## src/rtl/llc_dm_cache_if.sv

```systemverilog
// Core-side and memory-side signal bundle for llc_dm_cache.
// Latency: n/a (wires only).
// Backpressure: core side completes with mem_resp_o; memory side uses read/write held until resp_i.
// Ports: mem_* = 256-bit line requests from the core with a byte mask;
//        line_*/address_o/read_o/write_o/resp_i = whole-line traffic to the adaptor.
// master = requester/adaptor environment, slave = the cache.
interface llc_dm_cache_if;
    logic [31:0]  mem_address_i;
    logic         mem_read_i;
    logic         mem_write_i;
    logic [31:0]  mem_wmask_i;
    logic [255:0] mem_wdata_i;
    logic [255:0] mem_rdata_o;
    logic         mem_resp_o;
    logic [255:0] line_o;
    logic [255:0] line_i;
    logic [31:0]  address_o;
    logic         read_o;
    logic         write_o;
    logic         resp_i;

    modport master (
        output mem_address_i, mem_read_i, mem_write_i, mem_wmask_i, mem_wdata_i,
        output line_i, resp_i,
        input  mem_rdata_o, mem_resp_o, line_o, address_o, read_o, write_o
    );

    modport slave (
        input  mem_address_i, mem_read_i, mem_write_i, mem_wmask_i, mem_wdata_i,
        input  line_i, resp_i,
        output mem_rdata_o, mem_resp_o, line_o, address_o, read_o, write_o
    );
endinterface

```

## src/rtl/llc_dm_cache.sv

```systemverilog
// Direct-mapped write-back/write-allocate last-level cache with hit/miss counters.
// Latency: hit responds 1 cycle after capture; miss adds optional write-back + fill + re-check.
// Backpressure: one request in flight; core inputs ignored from capture until mem_resp_o.
// Ports: clk, reset_n (sync, active-low); bus (slave modport of llc_dm_cache_if);
//        hit_count_o / miss_count_o wrap-around performance counters.
module llc_dm_cache #(
    parameter int SETS = 16
) (
    input  logic          clk,
    input  logic          reset_n,
    llc_dm_cache_if.slave bus,
    output logic [15:0]   hit_count_o,
    output logic [15:0]   miss_count_o
);
    localparam int IDX = $clog2(SETS);
    localparam int TAG = 27 - IDX;

    typedef enum logic [1:0] {IDLE, CHECK, WRITEBACK, FILL} state_t;

    state_t state_q, state_d;

    logic [SETS-1:0] valid_q;
    logic [SETS-1:0] dirty_q;
    logic [TAG-1:0]  tag_q  [SETS];
    logic [255:0]    data_q [SETS];

    // Latched request; the line address drops the byte offset entirely.
    logic [26:0]  req_line_q;
    logic         req_write_q;
    logic [31:0]  req_mask_q;
    logic [255:0] req_wdata_q;
    // Set once this request has been filled, so the re-check is not counted as a hit.
    logic         filled_q;

    logic [15:0]  hit_cnt_q;
    logic [15:0]  miss_cnt_q;

    logic [IDX-1:0] idx;
    logic [TAG-1:0] req_tag;
    logic           hit;
    logic           capture;
    logic           wr_hit;
    logic           wb_done;
    logic           fill_done;
    logic           cnt_hit;
    logic           cnt_miss;

    assign idx     = req_line_q[IDX-1:0];
    assign req_tag = req_line_q[26 -: TAG];
    assign hit     = valid_q[idx] && (tag_q[idx] == req_tag);
    assign capture = (state_q == IDLE) && (bus.mem_read_i || bus.mem_write_i);

    assign hit_count_o  = hit_cnt_q;
    assign miss_count_o = miss_cnt_q;

    always_ff @(posedge clk) begin
        if (!reset_n) begin
            state_q <= IDLE;
        end else begin
            state_q <= state_d;
        end
    end

    always_comb begin
        state_d         = state_q;
        bus.mem_resp_o  = 1'b0;
        bus.mem_rdata_o = data_q[idx];
        bus.read_o      = 1'b0;
        bus.write_o     = 1'b0;
        bus.address_o   = '0;
        bus.line_o      = data_q[idx];
        wr_hit          = 1'b0;
        wb_done         = 1'b0;
        fill_done       = 1'b0;
        cnt_hit         = 1'b0;
        cnt_miss        = 1'b0;
        case (state_q)
            IDLE: begin
                if (bus.mem_read_i || bus.mem_write_i) begin
                    state_d = CHECK;
                end
            end
            CHECK: begin
                if (hit) begin
                    bus.mem_resp_o = 1'b1;
                    wr_hit         = req_write_q;
                    cnt_hit        = !filled_q;
                    state_d        = IDLE;
                end else begin
                    cnt_miss = !filled_q;
                    state_d  = (valid_q[idx] && dirty_q[idx]) ? WRITEBACK : FILL;
                end
            end
            WRITEBACK: begin
                bus.write_o   = 1'b1;
                bus.address_o = {tag_q[idx], idx, 5'b0};
                if (bus.resp_i) begin
                    wb_done = 1'b1;
                    state_d = FILL;
                end
            end
            FILL: begin
                bus.read_o    = 1'b1;
                bus.address_o = {req_tag, idx, 5'b0};
                if (bus.resp_i) begin
                    fill_done = 1'b1;
                    state_d   = CHECK;
                end
            end
            default: state_d = IDLE;
        endcase
    end

    // Control state that must come out of reset clean.
    always_ff @(posedge clk) begin
        if (!reset_n) begin
            valid_q    <= '0;
            dirty_q    <= '0;
            filled_q   <= 1'b0;
            hit_cnt_q  <= '0;
            miss_cnt_q <= '0;
        end else begin
            if (capture) begin
                filled_q <= 1'b0;
            end
            if (wr_hit) begin
                dirty_q[idx] <= 1'b1;
            end
            if (wb_done) begin
                dirty_q[idx] <= 1'b0;
            end
            if (fill_done) begin
                valid_q[idx] <= 1'b1;
                dirty_q[idx] <= 1'b0;
                filled_q     <= 1'b1;
            end
            if (cnt_hit) begin
                hit_cnt_q <= hit_cnt_q + 16'd1;
            end
            if (cnt_miss) begin
                miss_cnt_q <= miss_cnt_q + 16'd1;
            end
        end
    end

    // Request latch and line storage carry no reset.
    always_ff @(posedge clk) begin
        if (capture) begin
            req_line_q  <= bus.mem_address_i[31:5];
            // Read wins when both strobes are high.
            req_write_q <= bus.mem_write_i && !bus.mem_read_i;
            req_mask_q  <= bus.mem_wmask_i;
            req_wdata_q <= bus.mem_wdata_i;
        end
        if (wr_hit) begin
            for (int b = 0; b < 32; b++) begin
                if (req_mask_q[b]) begin
                    data_q[idx][8*b +: 8] <= req_wdata_q[8*b +: 8];
                end
            end
        end
        if (fill_done) begin
            data_q[idx] <= bus.line_i;
            tag_q[idx]  <= req_tag;
        end
    end
endmodule

```

## src/flat_wrapper.sv

```systemverilog
// flat-port wrapper written by rule: the top's interface ports become plain ports
module llc_dm_cache_flat 
#(
    parameter int SETS = 16
)
  (clk, reset_n, hit_count_o, miss_count_o, bus_mem_address_i, bus_mem_read_i, bus_mem_write_i, bus_mem_wmask_i, bus_mem_wdata_i, bus_line_i, bus_resp_i, bus_mem_rdata_o, bus_mem_resp_o, bus_line_o, bus_address_o, bus_read_o, bus_write_o);
  llc_dm_cache_if bus_i ();
  input  logic clk;
  input  logic reset_n;
  output logic [15:0] hit_count_o;
  output logic [15:0] miss_count_o;
  input wire logic [$bits(bus_i.mem_address_i)-1:0] bus_mem_address_i;
  input wire logic [$bits(bus_i.mem_read_i)-1:0] bus_mem_read_i;
  input wire logic [$bits(bus_i.mem_write_i)-1:0] bus_mem_write_i;
  input wire logic [$bits(bus_i.mem_wmask_i)-1:0] bus_mem_wmask_i;
  input wire logic [$bits(bus_i.mem_wdata_i)-1:0] bus_mem_wdata_i;
  input wire logic [$bits(bus_i.line_i)-1:0] bus_line_i;
  input wire logic [$bits(bus_i.resp_i)-1:0] bus_resp_i;
  output wire logic [$bits(bus_i.mem_rdata_o)-1:0] bus_mem_rdata_o;
  output wire logic [$bits(bus_i.mem_resp_o)-1:0] bus_mem_resp_o;
  output wire logic [$bits(bus_i.line_o)-1:0] bus_line_o;
  output wire logic [$bits(bus_i.address_o)-1:0] bus_address_o;
  output wire logic [$bits(bus_i.read_o)-1:0] bus_read_o;
  output wire logic [$bits(bus_i.write_o)-1:0] bus_write_o;
  assign bus_i.mem_address_i = bus_mem_address_i;
  assign bus_i.mem_read_i = bus_mem_read_i;
  assign bus_i.mem_write_i = bus_mem_write_i;
  assign bus_i.mem_wmask_i = bus_mem_wmask_i;
  assign bus_i.mem_wdata_i = bus_mem_wdata_i;
  assign bus_i.line_i = bus_line_i;
  assign bus_i.resp_i = bus_resp_i;
  assign bus_mem_rdata_o = bus_i.mem_rdata_o;
  assign bus_mem_resp_o = bus_i.mem_resp_o;
  assign bus_line_o = bus_i.line_o;
  assign bus_address_o = bus_i.address_o;
  assign bus_read_o = bus_i.read_o;
  assign bus_write_o = bus_i.write_o;
  llc_dm_cache #(.SETS(SETS)) u_core (.clk(clk), .reset_n(reset_n), .bus(bus_i), .hit_count_o(hit_count_o), .miss_count_o(miss_count_o));
endmodule
```

## config.mk

```make
export PLATFORM = sky130hd
export DESIGN_NAME = llc_dm_cache_flat
export DESIGN_NICKNAME = d
export VERILOG_FILES = /design/src/rtl/llc_dm_cache_if.sv /design/src/rtl/llc_dm_cache.sv /design/src/flat_wrapper.sv
export SDC_FILE = /design/constraint.sdc
export NUM_CORES = 2
export LEC_CHECK = 0
export CAP_MARGIN = 20
export CORE_MARGIN = 2
export CORE_UTILIZATION = 65
export CTS_BUF_LIST = sky130_fd_sc_hd__clkbuf_4 sky130_fd_sc_hd__clkbuf_8
export CTS_CLUSTER_DIAMETER = 50
export DETAILED_ROUTE_END_ITERATION = 16
export DONT_BUFFER_PORTS = 1
export PLACE_DENSITY = 0.81
export SETUP_SLACK_MARGIN = 0.4
export SKIP_CTS_REPAIR_TIMING = 1
export SYNTH_ARGS = -nofsm -noshare
export SYNTH_HDL_FRONTEND = slang
export SYNTH_MEMORY_MAX_BITS = 65536
export SYNTH_SLANG_ARGS = --single-unit
```

## constraint.sdc

```tcl
create_clock -name clk -period 20.9 [get_ports clk]
set_input_delay 2.09 -clock clk [delete_from_list [all_inputs] [get_ports clk]]
set_output_delay 2.09 -clock clk [all_outputs]
set_load 0.1 [all_outputs]
```

==> Yosys cells after proc, flatten, opt, wreduce, memory -nomap -nowiden <==
Memories as Yosys holds them, arrays and structs flattened. A register that Yosys moved wholly into a read port is not among the register bits.
Cells that the tools add are included.
{ "word_totals": {"ram_bits": 4464, "n_memories": 2, "regBits": 383, "output_inout_bits": 579, "inputBits": 581, "word_cells": 236} }
{ "mem_list": {"columns": ["memory", "depth", "word_bits", "rd", "rd_ports_with_merged_regs", "wr", "line_no", "source"], "rows": [
  ["u_core.data_q", 16, 256, 1, 1, 1, "llc_dm_cache.sv:25", "logic [255:0] data_q [SETS];"],
  ["u_core.tag_q", 16, 23, 1, 1, 1, "llc_dm_cache.sv:24", "logic [TAG-1:0] tag_q [SETS];"]
]} }
{ "op_classes": {"n_mux": 165, "eq_ne": 7, "order_cmp": 2, "reduce_logical": 11, "n_bitwise": 37, "addsub": 2} }
{ "op_table": {"columns": ["cell", "n"], "rows": [
  ["2-to-1 mux 8 bit", 32],
  ["2-to-1 mux 1 bit", 117],
  ["2-to-1 mux 16 bit", 5],
  ["one-hot mux 32 bit (2 select lines)", 1],
  ["adder 16 x 1 -> 16 bit, second input constant", 2],
  ["bitwise AND 16 bit", 2],
  ["OR 1 bit", 32],
  ["OR 16 bit", 2],
  ["equality test 23 bit", 1],
  ["inverter 16 bit", 1],
  ["binary-select mux 1 bit (select 4 bit)", 2],
  ["2-to-1 mux 2 bit", 4],
  ["2-to-1 mux 4 bit", 2],
  ["one-hot mux 2 bit (4 select lines)", 1],
  ["!= test 2 bit, second input constant", 3],
  ["logical AND 1 bit", 5],
  ["< comparator 4 x 5 -> 1 bit, second input constant", 1],
  ["demux 1 bit (select 4 bit)", 1],
  ["equality test 2 bit, second input constant", 2],
  ["greater-or-equal comparator 4 x 1 -> 1 bit, second input constant", 1],
  ["AND reduction 3 bit", 1],
  ["equality test 2 x 1 -> 1 bit, second input constant", 1],
  ["zero test 1 bit", 2],
  ["zero test 2 bit", 1],
  ["2 further kinds", 2]
]} }

==> Logic depth before layout (Yosys ltp) <==
{ "logic_depth": {"word_depth": 12, "mapped_depth": 16, "mapped_depth_nobuf": 9} }

==> Least setup slack after synthesis <==
Ideal clock, no wire load.
{ "synth_path": {"kind": "input to register", "startpoint": "input port bus_mem_write_i", "endpoint": "register u_core.req_line_q[0] (enable)", "slack_ps": 11897, "arrival_time_ps": 8339, "cell_stages": 2, "path_buffers": 0, "t_required_ps": 20236, "setup_time_ps": 664, "path_cell_list": "o21ai_1 inv_1"} }
{ "synth_via": {"elab_chain_cells": 2} }
{ "synth_rtl": {"columns": ["item", "line_no", "source"], "rows": [
  ["from (decl)", "flat_wrapper.sv:14", "input wire logic [$bits(bus_i.mem_write_i)-1:0] bus_mem_write_i;"],
  ["logical OR 1 bit", "llc_dm_cache.sv:51", "assign capture = (state_q == IDLE) && (bus.mem_read_i || bus.mem_write_i);"],
  ["logical AND 1 bit", "llc_dm_cache.sv:51", null],
  ["via u_core.capture", "llc_dm_cache.sv:41", "logic capture;"],
  ["to (signal assigned)", "llc_dm_cache.sv:149", "req_line_q <= bus.mem_address_i[31:5];"],
  ["to (decl)", "llc_dm_cache.sv:28", "logic [26:0] req_line_q;"]
]} }
The timed path passes the listed nets, and every way through them passes these cells.
A chain may end at the register's enable or synchronous reset.

==> impl_metrics.ini <==
[outcome]
status = complete, but fails checks
violations = antenna violations

[worst_hold_path]
min_path_type = register to register

[placed_design]
placed_area_um2 = 194000
dp_hpwl_um = 297000
port_buffers = 0
place_congestion = 0.849
dp.cells = 11900

[worst_setup_path]
critPathMaxFanout = 66
required_ns = 18.81
crit_arrival_ns = 8.88
slowest_stage = dfxtp_4
slowest_delay_ns = 0.94
path_common_cell = buf_4
critical_path_class = register to output port
critPathCaptureType = output port
worstPathCellList = buf_4 > buf_4 > buf_4 > buf_4 > buf_4 > buf_4 > mux4_2 > nand2_1 > and3_1 > a21oi_4 > buf_4
rrSetupSlack_ns = 11.30
start_kind = register

[drt]
wire_per_inst_um = 36.5
first_pass_iters = 8
final_antenna_net_count = 1
vias_per_cell = 7.09
drcViolationCount = 0
dr.first_iter.drc_count = 13200
totalWireLength_um = 483000
num_vias = 93800

[finish]
syn_to_final_growth_pct = 9.37
nNetsFinal = 9266
final_common_cell = edfxtp_1
final_cell_mix = edfxtp_1 (4780), mux4_2 (1341), clkbuf_8 (740)
final_cells = 13200
final_area_um2 = 209000
drive_above_1_share_pct = 32.8

[sta]
fin_skew_ns = 0.103
tightest_slew_ns = 1.21
rsz0062_at_grt = false
hold_violations = 0
period_share_pct = 52.5
relSlewSlack_pct = 19.4
tns_ns = 0
slew_violations = 0
fmax_mhz = 91.1
finalSetupViolCount = 0
min_period_ns = 10.97

[power_and_ir_drop]
p_leak_nw = 70.0
p_per_area_nw_per_um2 = 137
irDropWorstVdd_mv = 0.174

[synthesis]
synth-warning-count = 0
ys_seq_area_share_pct = 75.8
synth_flop_cell = edfxtp_1
ys_ff_latch = 4851
synth_area_um2 = 191000
synthCells = 8569
synth_cell_types = 68
ys_async_sr_fraction_pct = 0
synth_edf_count = 4780
syn_area_per_cell_um2 = 22.3

[grt]
grt_pass1_wl_um = 681000
antenna_found_initial = 52
grt_pass1_vias = 95100
grt.total_usage_pct = 32.2
grt_max_degree = 128
overflow = 0

[clocking]
clock-sinks = 4851
insertion_delay_ns = 1.27
clockBufferDepth = 4
h-tree-depth = 6
cts_tree = built
root_buffer = clkbuf_8
cts_buffers = 729
clkTransAtPathRegs_ns = 0.06

[floorplanning]
die_w_um = 546
start_util_pct = 65.2
fp-row-count = 199
fp.coreArea_um2 = 293000
ioPinCount = 1160
die_y_um = 546
dieArea_um2 = 299000

[job]
maxCapViolCount = 0
-- flip-flops by register name, summed over array words and instances (netlist names), 16 cells and up, named ones only --
register,flops
u_core.valid_q,16
u_core.req_line_q,27
u_core.req_wdata_q,256
u_core.data_q,4096
u_core.tag_q,368
u_core.hit_count_o,16
u_core.req_mask_q,32
u_core.miss_count_o,16
-- worst max-delay path, delay by kind of cell, from the launching register on --
kind                   cells  cell delay (ns)
DFF                        1             0.94
muxes                      1             0.37
and+or+nand+nor            2             0.31
AOI/OAI and AO/OA          1             0.21
buffers and inverters      7             5.44
-- cells by family (layout without fill, tap and decap cells) --
group / Yosys count / count (layout) / synth area share (%)
other: 1 / 58 / 0.00196
adder cells (fa/ha/maj): 6 / 6 / 0.0393
AND/OR/NAND/NOR: 413 / 413 / 1.13
XOR/XNOR: 30 / 30 / 0.137
buffers and inverters: 838 / 1526 / 2.23
AO/OA/AOI/OAI: 737 / 737 / 2.87
multiplexers: 1693 / 1693 / 17.8
flip-flops: 4851 / 4851 / 75.8
-- final timing paths --
kind	start	end	depth (start not counted)
setup / recovery	register	bus_mem_rdata_o[126]	11
hold / removal	u_core.valid_q[4]	u_core.valid_q[4]	2
setup reg to reg	register	u_core.data_q[0][146]	14
hold reg to reg	u_core.valid_q[4]	u_core.valid_q[4]	2
-- synth_stat cells, types with 21 or more instances --
library cell	number	share of area, %
clkbuf_1	337	0.66
nand3_1	28	0.073
nand2_1	152	0.30
edfxtp_1	4780	75
buf_2	73	0.19
a21o_1	514	2.0
a211oi_1	21	0.082
mux2i_1	84	0.44
o21ai_0	22	0.058
buf_4	266	1.0
mux2_2	268	1.6
xnor2_1	24	0.11
a31oi_1	21	0.069
mux4_2	1341	16
and3_1	23	0.075
nor2_1	79	0.16
nor2b_1	37	0.12
a21oi_1	44	0.12
buf_1	140	0.27
dfxtp_1	71	0.74
-- where the power goes --
part	internal, W	switching (W)	total [W]
Combinational	0.00200	0.00740	0.00940
Sequential	0.0114	0.000226	0.0116
Clock	0.00394	0.00375	0.00769
-- cell type report --
cell class	count	area, um2
sequential	4851	145000
fill	15900	84100
multi-input combinational	2884	42700
clock buffer	973	11900
tap	3919	4900
clock inverter	340	2500
timing repair buffer	194	1940
antenna	53	133
inverter	19	88.8
-- routing by layer --
metal | wire, um | part of all wire, % | track usage, % | vias to the layer above
met1 | 159000 | 33 | 40.8 | 48600
met5 | 115 | 0.024 | 0.144 | -
met3 | 64000 | 13 | 10.6 | 1265
met2 | 237000 | 49 | 51.2 | 7568
met4 | 22500 | 4.7 | 14.7 | 18
li1 | - | - | - | 36300
-- per-stage QoR --
stage                     util (%)  worst slack (ns)  hold slack, ns  total power, W
after global placement        66.3             11.39           0.446          0.0210
after CTS                     71.2              9.95           0.473          0.0287
after global routing          71.3              9.74           0.487          0.0294
after detailed placement      66.3             11.30           0.459          0.0212
final                         71.3              9.93           0.472          0.0287
after floorplan                  -             11.90           0.435          0.0199
Power figures use the tool's default switching activity.
